--- config.mk ---
export PLATFORM = sky130hd
export DESIGN_NAME = freq_meter
export DESIGN_NICKNAME = d
export VERILOG_FILES = /design/src/rtl/freq_meter.sv
export SDC_FILE = /design/constraint.sdc
export NUM_CORES = 1
export LEC_CHECK = 0
export CORE_ASPECT_RATIO = 1.5
export CORE_MARGIN = 2
export CORE_UTILIZATION = 40
export DETAILED_ROUTE_END_ITERATION = 10
export PLACE_DENSITY = 0.64
export SETUP_SLACK_MARGIN = 0.05
export SKIP_LAST_GASP = 1
export SYNTH_ARGS = -nofsm -noshare
export SYNTH_HDL_FRONTEND = slang
export SYNTH_SLANG_ARGS = --single-unit
--- constraint.sdc ---
create_clock -name clk -period 5.65 [get_ports clk]
set_input_delay 1.13 -clock clk [delete_from_list [all_inputs] [get_ports clk]]
set_output_delay 1.13 -clock clk [all_outputs]
set_load 0.03 [all_outputs]
--- src/rtl/freq_meter.sv ---
// freq_meter: counts synchronised rising edges of sig_in over a GATE_CYCLES window; define FREQ_METER_BCD_EN to add a BCD copy of the result
module freq_meter #(
    parameter int CLK_HZ      = 125000000,
    parameter int GATE_CYCLES = CLK_HZ,
    parameter int CNT_W       = 27,
    parameter int SYNC_STAGES = 2
) (
    input  logic             clk,
    input  logic             rst_n,
    input  logic             sig_in,
    input  logic             enable,
    output logic [CNT_W-1:0] freq_out,
    output logic             valid,
    output logic             overflow,
`ifdef FREQ_METER_BCD_EN
    output logic             busy,
    output logic [4*((CNT_W*30103)/100000+1)-1:0] bcd_out
`else
    output logic             busy
`endif
);
    localparam int GW = (GATE_CYCLES > 1) ? $clog2(GATE_CYCLES) : 1;

    if (SYNC_STAGES < 2 || GATE_CYCLES < 1 || CLK_HZ < 1) begin : g_bad_params
        $error("freq_meter: SYNC_STAGES must be >= 2 and GATE_CYCLES/CLK_HZ positive");
    end

    typedef enum logic [2:0] {IDLE, ARM, GATE, LATCH, CONV} state_t;

    state_t                 state_q, state_d;
    logic [SYNC_STAGES-1:0] sync_q, sync_d;
    logic                   hist_q, hist_d;
    logic                   edge_q, edge_d;
    logic [GW-1:0]          gate_q, gate_d;
    logic [CNT_W-1:0]       cnt_q, cnt_d, cnt_inc;
    logic                   iovf_q, iovf_d, iovf_inc;
    logic [CNT_W-1:0]       freq_q, freq_d;
    logic                   ovf_q, ovf_d;
    logic                   valid_q, valid_d;
    logic                   busy_q, busy_d;

`ifdef FREQ_METER_BCD_EN
    localparam int BCD_D = (CNT_W * 30103) / 100000 + 1;
    localparam int BW    = 4 * BCD_D;
    localparam int KW    = $clog2(CNT_W + 1);

    logic [CNT_W-1:0] bin_q, bin_d, bin_step;
    logic [BW-1:0]    acc_q, acc_d, acc_adj, acc_step;
    logic [BW-1:0]    bcd_q, bcd_d;
    logic [KW-1:0]    k_q, k_d, k_inc;

    // one double-dabble step: add 3 to every digit >= 5, then shift the next binary bit in
    always_comb begin
        acc_adj = acc_q;
        for (int i = 0; i < BCD_D; i++)
            acc_adj[4*i +: 4] = (acc_q[4*i +: 4] >= 4'd5) ? acc_q[4*i +: 4] + 4'd3 : acc_q[4*i +: 4];
        acc_step = {acc_adj[BW-2:0], bin_q[CNT_W-1]};
        bin_step = bin_q << 1;
        k_inc    = k_q + 1'b1;
    end
`endif

    // synchroniser chain, history flop and registered rising-edge strobe
    always_comb begin
        sync_d = {sync_q[SYNC_STAGES-2:0], sig_in};
        hist_d = sync_q[SYNC_STAGES-1];
        edge_d = sync_q[SYNC_STAGES-1] & ~hist_q;
    end

    // edge counter holds at all-ones instead of wrapping and remembers that it did
    always_comb begin
        cnt_inc  = (edge_q && !(&cnt_q)) ? cnt_q + 1'b1 : cnt_q;
        iovf_inc = iovf_q | (edge_q & (&cnt_q));
    end

    // measurement sequencer: arm, count for one gate window, latch the result
    always_comb begin
        state_d = state_q;
        gate_d  = gate_q;
        cnt_d   = cnt_q;
        iovf_d  = iovf_q;
        freq_d  = freq_q;
        ovf_d   = ovf_q;
        valid_d = 1'b0;
`ifdef FREQ_METER_BCD_EN
        bin_d   = bin_q;
        acc_d   = acc_q;
        k_d     = k_q;
        bcd_d   = bcd_q;
`endif
        case (state_q)
            IDLE: state_d = enable ? ARM : IDLE;
            ARM: begin
                gate_d  = '0;
                cnt_d   = '0;
                iovf_d  = 1'b0;
                state_d = enable ? GATE : IDLE;
            end
            GATE: begin
                gate_d = gate_q + 1'b1;
                cnt_d  = cnt_inc;
                iovf_d = iovf_inc;
                if (!enable)
                    state_d = IDLE;
                else if (gate_q == GW'(GATE_CYCLES - 1)) begin
                    state_d = LATCH;
                    freq_d  = cnt_inc;
                    ovf_d   = iovf_inc;
`ifdef FREQ_METER_BCD_EN
                    bin_d   = cnt_inc;
                    acc_d   = '0;
                    k_d     = '0;
`else
                    valid_d = 1'b1;
`endif
                end
            end
`ifdef FREQ_METER_BCD_EN
            LATCH, CONV: begin
                if (state_q == CONV && k_q == KW'(CNT_W))
                    state_d = enable ? ARM : IDLE;
                else begin
                    state_d = CONV;
                    bin_d   = bin_step;
                    acc_d   = acc_step;
                    k_d     = k_inc;
                    if (k_inc == KW'(CNT_W)) begin
                        bcd_d   = acc_step;
                        valid_d = 1'b1;
                    end
                end
            end
`else
            LATCH: state_d = enable ? ARM : IDLE;
`endif
            default: state_d = IDLE;
        endcase
        busy_d = (state_d == ARM) || (state_d == GATE) || (state_d == CONV);
    end

    // all state and registered outputs; reset discards any partial measurement
    always_ff @(posedge clk or negedge rst_n) begin
        if (!rst_n) begin
            state_q <= IDLE;
            sync_q  <= '0;
            hist_q  <= 1'b0;
            edge_q  <= 1'b0;
            gate_q  <= '0;
            cnt_q   <= '0;
            iovf_q  <= 1'b0;
            freq_q  <= '0;
            ovf_q   <= 1'b0;
            valid_q <= 1'b0;
            busy_q  <= 1'b0;
`ifdef FREQ_METER_BCD_EN
            bin_q   <= '0;
            acc_q   <= '0;
            k_q     <= '0;
            bcd_q   <= '0;
`endif
        end else begin
            state_q <= state_d;
            sync_q  <= sync_d;
            hist_q  <= hist_d;
            edge_q  <= edge_d;
            gate_q  <= gate_d;
            cnt_q   <= cnt_d;
            iovf_q  <= iovf_d;
            freq_q  <= freq_d;
            ovf_q   <= ovf_d;
            valid_q <= valid_d;
            busy_q  <= busy_d;
`ifdef FREQ_METER_BCD_EN
            bin_q   <= bin_d;
            acc_q   <= acc_d;
            k_q     <= k_d;
            bcd_q   <= bcd_d;
`endif
        end
    end

    assign freq_out = freq_q;
    assign overflow = ovf_q;
    assign valid    = valid_q;
    assign busy     = busy_q;
`ifdef FREQ_METER_BCD_EN
    assign bcd_out  = bcd_q;
`endif
endmodule

==> Word level (Yosys, flattened, before mapping) <==
Index checks and enable logic that the tools add are counted.
{ "totals": {"regBits": 92, "inputBits": 4, "out_inout_bits": 30, "word_cells": 45} }
{ "op_classes": {"addsub": 2, "eq_ne": 7, "mux": 12, "bitwise": 4, "reduce_logical": 9} }
{ "op_table": {"columns": ["op", "count"], "rows": [
  ["$pmux 27 s2", 2],
  ["$add 27x1->27 const B", 2],
  ["$eq 27x27->1 const B", 1],
  ["$mux 27", 1],
  ["$reduce_and 27->1", 1],
  ["$eq 3x2->1 const B", 3],
  ["$pmux 3 s3", 1],
  ["$eq 3x1->1 const B", 2],
  ["$mux 3", 2],
  ["$mux 1", 4],
  ["$eq 3x3->1 const B", 1],
  ["$logic_not 3->1", 1],
  ["$reduce_and 3->1", 1],
  ["$and 1x1->1", 2],
  ["$logic_or 1x1->1", 2],
  ["$mux 2", 1],
  ["$pmux 1 s2", 1],
  ["$reduce_bool 2->1", 1],
  ["$reduce_or 2->1", 1],
  ["$logic_and 1x1->1", 1],
  ["$logic_not 1->1", 1],
  ["$not 1->1", 1],
  ["$or 1x1->1", 1]
]} }

==> Logic depth before layout (Yosys ltp) <==
Gate-level depths: netlist of the first run.
{ "logic_depth": {"depth_word": 7, "depth_mapped": 8, "ltp_nobuf": 6} }

==> Worst setup path before layout of the first run <==
OpenSTA, ideal clock, no wires.
{ "synth_timing": {"kind": "register -> register", "start": "register cnt_q[0]", "end": "register freq_q[24], in the netlist freq_out[24]", "setup_ps": 125, "arrival_ps": 2344, "t_required_ps": 5525, "path_slack_ps": 3182, "path_stages_with_launch": 9, "n_path_buf": 2, "synth_period_minus_slack_ps": 2468, "cell_sequence": "dfrtp_1 ha_1 clkbuf_1 nand4_1 nor4_1 and4_1 buf_2 mux2_2 mux2_2"} }
{ "synth_via": {"elab_chain_cells": 4, "elab_cells_between_ends": 5, "classes_between": "add/sub (1); mux (1); reduce/logical (3)"} }
{ "synth_lines": {"columns": ["item", "line_no", "source"], "rows": [
  ["from (decl)", "35", "logic [CNT_W-1:0] cnt_q, cnt_d, cnt_inc;"],
  ["from (signal assigned)", "167", "cnt_q <= cnt_d;"],
  ["parallel branches: the longest is 3 deep, another holds $add 27x1->27", null, null],
  ["$mux 27 (*)", "72", "cnt_inc = (edge_q && !(&cnt_q)) ? cnt_q + 1'b1 : cnt_q;"],
  ["to (signal assigned)", "169", "freq_q <= freq_d;"],
  ["to (decl)", "37", "logic [CNT_W-1:0] freq_q, freq_d;"]
]} }
Every way passes the cells marked *.
A chain may end at the register's enable or synchronous reset.

==> Worst setup path in the final report of the first run <==
{ "layout_timing": {"start": "input port enable", "end": "register freq_q[24], in the netlist freq_out[24]"} }
{ "layout_via": {"elab_chain_cells": 1} }
{ "layout_lines": {"columns": ["item", "line_no", "source"], "rows": [
  ["from (decl)", "11", "input logic enable,"],
  ["$reduce_and 3->1 (no source line)", null, null]
]} }
Every way passes these cells.

==> impl_metrics.json, run 1 <==
{
  "hold_viol_final": 0,
  "fin_crit_sh_pct": 58.8,
  "critPathBufInv": 2,
  "status": "finished, final reports clean",
  "wl_per_cell_microns": 16.7,
  "synth.area.top_cells": "dfrtp_1 49%, a21oi_1 4.5%, nor2_1 4.1%, xnor2_1 3.5%, o21ai_0 3.3%",
  "clk_pin_slew_ns": 0.06,
  "critPathKind": "in -> reg",
  "grt_pass1_vias": 3916,
  "drc": 0,
  "path_max_fanout": 18,
  "switching_share_pct": 20.9,
  "synth_warnings": 0,
  "seq_area_frac_synth_pct": 48.7,
  "rows": 48,
  "final_cell_mix": "92 x dfrtp_1, 52 x nor2_1, 43 x a21oi_1",
  "drv_slew": 0,
  "worstSkewPairLatency_ns": 0.34,
  "grt_usage_pct": 18.7,
  "async_flop_share_pct": 100,
  "routed_wl_microns": 11300,
  "yosysTopAreaCell": "dfrtp_1",
  "setup_viol_count_final": 0,
  "drt-initial-drc-count": 237,
  "tritoncts": "built",
  "grt_pass1_wl_microns": 18900,
  "internal-power_mw": 1.11,
  "p_clk_share_pct": 49.2,
  "cp.required_ns": 5.88,
  "switchingPower_uw": 293,
  "viasPerCell": 5.82,
  "fill_cells": 1103,
  "vias": 3948,
  "relSlewSlack_pct": 20.4,
  "cp_cell_sequence": "clkdlybuf4s50_1 -> nor4bb_1 -> nand3_1 -> nor3_4 -> buf_4 -> mux2_2",
  "holdWs_ns": 0.346,
  "place_ws_ns": 1.96,
  "drive_gt1_share_pct": 6.63,
  "io_pins": 34,
  "synth-seq-cells": 92,
  "regArea_sq_um": 2300,
  "clk_path_buf_depth": 2,
  "core_area_sq_um": 11500,
  "root_buffer": "clkbuf_16",
  "finish.net_count": 529,
  "syn_area_sq_um": 4730,
  "cts.sinks": 92,
  "cp_top_family": "simple AND/OR/NAND/NOR gates",
  "crit_path_max_incr_delay_ns": 0.64,
  "combPwrFrac_pct": 3.0,
  "final_common_cell": "dfrtp_1",
  "tns_ns": 0,
  "numPortBuffers": 33,
  "holdBufCountCts": 0,
  "h-tree-depth": 3,
  "die_x_microns": 92.8,
  "rsz0062_at_grt": "no",
  "fp.dieH_microns": 137,
  "initial_core_util_pct": 41.0,
  "place.detailed.hpwl_microns": 7530,
  "ctsResizeCount": 0,
  "fin_ws_ns": 2.33,
  "drt.antenna.violating_nets": 0,
  "synth_cells": 504,
  "maxCapViolations": 0,
  "leakagePower_nw": 2.29,
  "power_mw": 1.40,
  "gp_congestion": 0.834,
  "max_freq_mhz": 301,
  "critPathLaunchType": "input pin",
  "drtPass1Iterations": 4,
  "cts_buffers": 9,
  "worstPathArrival_ns": 3.55,
  "power_frac_seq_pct": 47.8,
  "post_cts_buffers": 0,
  "cpMaxStageDelayCell": "nor3_4",
  "grt_overflow": 0,
  "synth_top_area_share_pct": 48.7,
  "dieArea_sq_um": 12700,
  "n_antenna_cell": 0,
  "worst_clock_skew_ns": 0.0105,
  "postSynthNetCount": 510,
  "syn_avg_cell_area_sq_um": 9.39,
  "synthDistinctLibCells": 54,
  "period_needed_ns": 3.32,
  "crit_path_end_kind": "register",
  "antenna_found_initial": 0,
  "min_path_type": "reg -> reg",
  "p_per_area_nw_per_um2": 254,
  "multiInputGateArea_sq_um": 2280,
  "synth_edf_count": 0,
  "areaGrowthSynthToFinish_pct": 16.6,
  "synth_flop_cell": "dfrtp_1",
  "grt_max_degree": 67,
  "tightest_slew_ns": 1.18,
  "ir_worst_vdd_mv": 0.195
}
-- power by group through the flow --
stage | clock (mW) | sequential (mW) | combinational (mW)
after global placement | 0 | 0.682 | 0.0416
after detailed placement | 0 | 0.683 | 0.0428
after floorplan | 0 | 0.682 | 0.0185
after CTS | 0.702 | 0.670 | 0.0429
final | 0.690 | 0.670 | 0.0416
after global routing | 0.725 | 0.671 | 0.0473
-- through the flow --
stage	instances	instance area, sq um	util [%]
after floorplan	504	4730	-
after detailed placement	662	5170	44.9
after CTS	678	5510	47.8
after global routing	678	5510	47.8
final	678	5510	47.8
after global placement	662	5170	44.9
-- cell families (layout without fill, tap and decap cells) --
family	count (synthesis)	in the layout	share of synthesized area, %
AOI/OAI and AO/OA	135	135	17.6
xor gates and xnor gates	30	30	5.55
adders and majority gates	2	2	0.529
buffers and inverters	39	63	3.46
DFF	92	92	48.7
muxes	8	8	1.77
other	1	1	0.0793
and+or+nand+nor	197	197	22.3
-- cell type report --
type | instances | area share (%)
clock buffers | 10 | 4.15
flip-flops and latches | 92 | 41.8
well taps | 150 | 3.40
repair buffers | 38 | 6.63
multi-input cells | 373 | 41.4
clock inverters | 6 | 2.04
inverters | 9 | 0.613
-- final timing paths --
path                       startpoint            to  slack (ns)  depth (start not counted)
min reg2reg                 sync_q[0]     sync_q[1]        0.35                          0
min in group asynchronous       rst_n  freq_out[12]        0.69                          1
max in group asynchronous       rst_n     gate_q[2]        3.79                          2
max reg2reg                state_q[2]  freq_out[24]        2.64                          6
max                            enable  freq_out[24]        2.33                          6
min                         sync_q[0]     sync_q[1]        0.35                          0
-- state kept, by name, summed over array words and instances (netlist names), 2 cells and up --
| name | cells |
|---|---|
| freq_out | 27 |
| gate_q | 27 |
| sync_q | 2 |
| state_q | 3 |
| cnt_q | 27 |
-- layer usage --
metal / up-vias / track usage, % / share of wire (%)
met5: - / 0 / 0
met4: 0 / 8.82 / 2.3
met3: 21 / 2.90 / 3.3
met2: 92 / 33.7 / 54
met1: 1950 / 21.5 / 41
li1: 1885 / - / -
-- synthesized netlist by cell type, types with 2 or more instances --
cell type / number
and3_1: 11
nand4_1: 14
nor2_1: 52
dfrtp_1: 92
nor3_1: 4
or3b_2: 2
mux2i_1: 5
nand3_1: 30
ha_1: 2
nor3b_1: 6
buf_2: 7
nand4_2: 2
and4_1: 3
nor2b_1: 2
a31oi_1: 17
xor2_1: 11
or3_1: 8
inv_1: 9
nor4_1: 7
o21a_1: 2
buf_4: 2
a22o_1: 3
xnor2_1: 19
a21oi_1: 43
o211ai_1: 10
o31ai_1: 5
a211oi_1: 4
and2_1: 4
clkbuf_1: 20
o21ai_0: 31
a41oi_1: 4
nand2_1: 37
or4_1: 8
or4b_1: 2
mux2_2: 3
a21o_1: 5
Note: power is estimated with default switching activity, not from simulation.
==> run 2: changes to the inputs <==
--- a/config.mk
+++ b/config.mk
@@ -9,7 +9,7 @@
 export CORE_MARGIN = 2
 export CORE_UTILIZATION = 40
 export DETAILED_ROUTE_END_ITERATION = 10
-export PLACE_DENSITY = 0.64
+export PLACE_DENSITY = 0.66
 export SETUP_SLACK_MARGIN = 0.05
 export SKIP_LAST_GASP = 1
 export SYNTH_ARGS = -nofsm -noshare
==> constraint.sdc (replaced) <==
create_clock -name clk -period 3 [get_ports clk]
set_input_delay 0.6 -clock clk [delete_from_list [all_inputs] [get_ports clk]]
set_output_delay 0.6 -clock clk [all_outputs]
set_load 0.03 [all_outputs]
==> run 2 against run 1 <==
Compared with the run above:
- first-iteration DRC count rose by 8.9%
- via count rose by 1.2%
- die area did not move
- sequential power rose by 88%
- global-route usage rose by 0.39 points
- non-clock buffer count rose by 13
- total power rose by 92%
- final area rose by 2.0%
- count of clock-buffer cells in the layout rose by 2
- utilization rose by 0.93 points
- worst hold slack got worse by 0.019 ns
- wire length rose by 1.6%
- critical endpoint is now cnt_q[25]
==> impl_metrics.json, run 2 (same netlist as run 1, synthesis figures left out) <==
{
  "finish.net_count": 542,
  "antenna_found_initial": 0,
  "grt_pass1_wl_microns": 19200,
  "drt-initial-drc-count": 258,
  "areaGrowthSynthToFinish_pct": 18.8,
  "crit_path_max_incr_delay_ns": 0.69,
  "ctsResizeCount": 0,
  "leakagePower_nw": 2.35,
  "dieArea_sq_um": 12700,
  "clk_pin_slew_ns": 0.07,
  "grt_pass1_vias": 3911,
  "wl_per_cell_microns": 16.7,
  "root_buffer": "clkbuf_16",
  "switchingPower_uw": 551,
  "final_common_cell": "dfrtp_1",
  "cp_cell_sequence": "nand3_1 -> or4_1 -> a211o_1 -> or4_1 -> nand3_1",
  "hold_viol_final": 0,
  "rsz0062_at_grt": "no",
  "min_path_type": "in -> async",
  "place_ws_ns": 0.467,
  "io_pins": 34,
  "worstSkewPairLatency_ns": 0.34,
  "tightest_slew_ns": 0.754,
  "power_frac_seq_pct": 47.0,
  "p_per_area_nw_per_um2": 478,
  "worst_clock_skew_ns": 0.00905,
  "p_clk_share_pct": 49.8,
  "h-tree-depth": 3,
  "drtPass1Iterations": 4,
  "cp_top_family": "simple AND/OR/NAND/NOR gates",
  "setup_viol_count_final": 0,
  "tns_ns": 0,
  "fin_crit_sh_pct": 84.3,
  "grt_max_degree": 58,
  "drv_slew": 0,
  "maxCapViolations": 0,
  "drive_gt1_share_pct": 8.69,
  "crit_path_end_kind": "register",
  "post_cts_buffers": 0,
  "place.detailed.hpwl_microns": 8070,
  "critPathBufInv": 0,
  "core_area_sq_um": 11500,
  "cts_buffers": 9,
  "switching_share_pct": 20.5,
  "max_freq_mhz": 395,
  "cpMaxStageDelayCell": "or4_1",
  "cts.sinks": 92,
  "gp_congestion": 0.929,
  "worstPathArrival_ns": 2.80,
  "ir_worst_vdd_mv": 0.279,
  "routed_wl_microns": 11500,
  "clk_path_buf_depth": 2,
  "critPathLaunchType": "register",
  "rows": 48,
  "stdcell_area_sq_um": 5620,
  "period_needed_ns": 2.53,
  "combPwrFrac_pct": 3.2,
  "drt.antenna.violating_nets": 0,
  "numPortBuffers": 33,
  "grt_overflow": 0,
  "status": "finished, final reports clean",
  "viasPerCell": 5.78,
  "holdBufCountCts": 0,
  "grt_usage_pct": 19.0,
  "critPathKind": "reg -> reg",
  "tritoncts": "built",
  "fin_ws_ns": 0.471,
  "path_max_fanout": 16,
  "drc": 0,
  "relSlewSlack_pct": 49.7,
  "holdWs_ns": 0.327,
  "dpl_cell_area_sq_um": 5270,
  "vias": 3995,
  "initial_core_util_pct": 41.0,
  "n_antenna_cell": 0,
  "fp.dieH_microns": 137,
  "internal-power_mw": 2.14,
  "final_cell_mix": "92 x dfrtp_1, 52 x nor2_1, 43 x a21oi_1",
  "die_x_microns": 92.8,
  "cp.required_ns": 3.27,
  "final_util_pct": 48.8
}
==> run 2: changes by cell type in the layout (fill, tap and decap cells not counted), sizes merged <==
cell    delta
buf       +13
clkbuf     +2
clkinv     -2
==> run 2: final timing paths <==
path	depth (start not counted)	slack (ns)	start	end
min in group clk	0	0.35	sync_q[0]	sync_q[1]
hold / removal	1	0.33	rst_n	freq_out[14]
setup reg to reg	5	0.47	cnt_q[10]	cnt_q[25]
hold reg to reg	0	0.35	sync_q[0]	sync_q[1]
max in group asynchronous	2	2.01	rst_n	cnt_q[26]
setup / recovery	5	0.47	cnt_q[10]	cnt_q[25]
==> run 2: final cells by class <==
cell class | count | area [sq um]
clock buffer | 12 | 256
clock inverter | 4 | 95.1
fill | 1093 | 5910
inverter | 9 | 33.8
multi-input combinational | 373 | 2270
sequential | 92 | 2300
tap | 150 | 188
timing repair buffer | 51 | 475
==> run 2: metrics by stage <==
stage / total power, mW / cells
after global placement: 1.37 / 675
final: 2.69 / 691
after CTS: 2.70 / 691
after detailed placement: 1.37 / 675
after global routing: 2.76 / 691
after floorplan: 1.32 / 504
==> run 2: per-layer routing <==
layer  vias to the layer above  GRT usage (%)  part of all wire (%)  wire [microns]
met4                         0           8.58                   2.7             310
met2                        84           34.5                    55            6300
met5                         -              0                     0               0
met3                        26           3.67                   2.9             335
met1                      1979           21.5                    40            4580
li1                       1906              -                     -               -
==> run 2: power by group through the flow <==
stage	Clock (mW)	Sequential, mW	Combinational, mW
6_report	1.34	1.26	0.0847
3_5_place_dp	0	1.29	0.0865
4_1_cts	1.35	1.26	0.0869
2_1_floorplan	0	1.28	0.0348
5_1_grt	1.40	1.26	0.0953
3_3_place_gp	0	1.29	0.0847
==> run 2: worst register-to-register path, stage by stage (launching register included) <==
cell     delay, ns
dfrtp_1       0.46
nand3_1       0.19
or4_1         0.69
a211o_1       0.50
or4_1         0.53
nand3_1       0.09
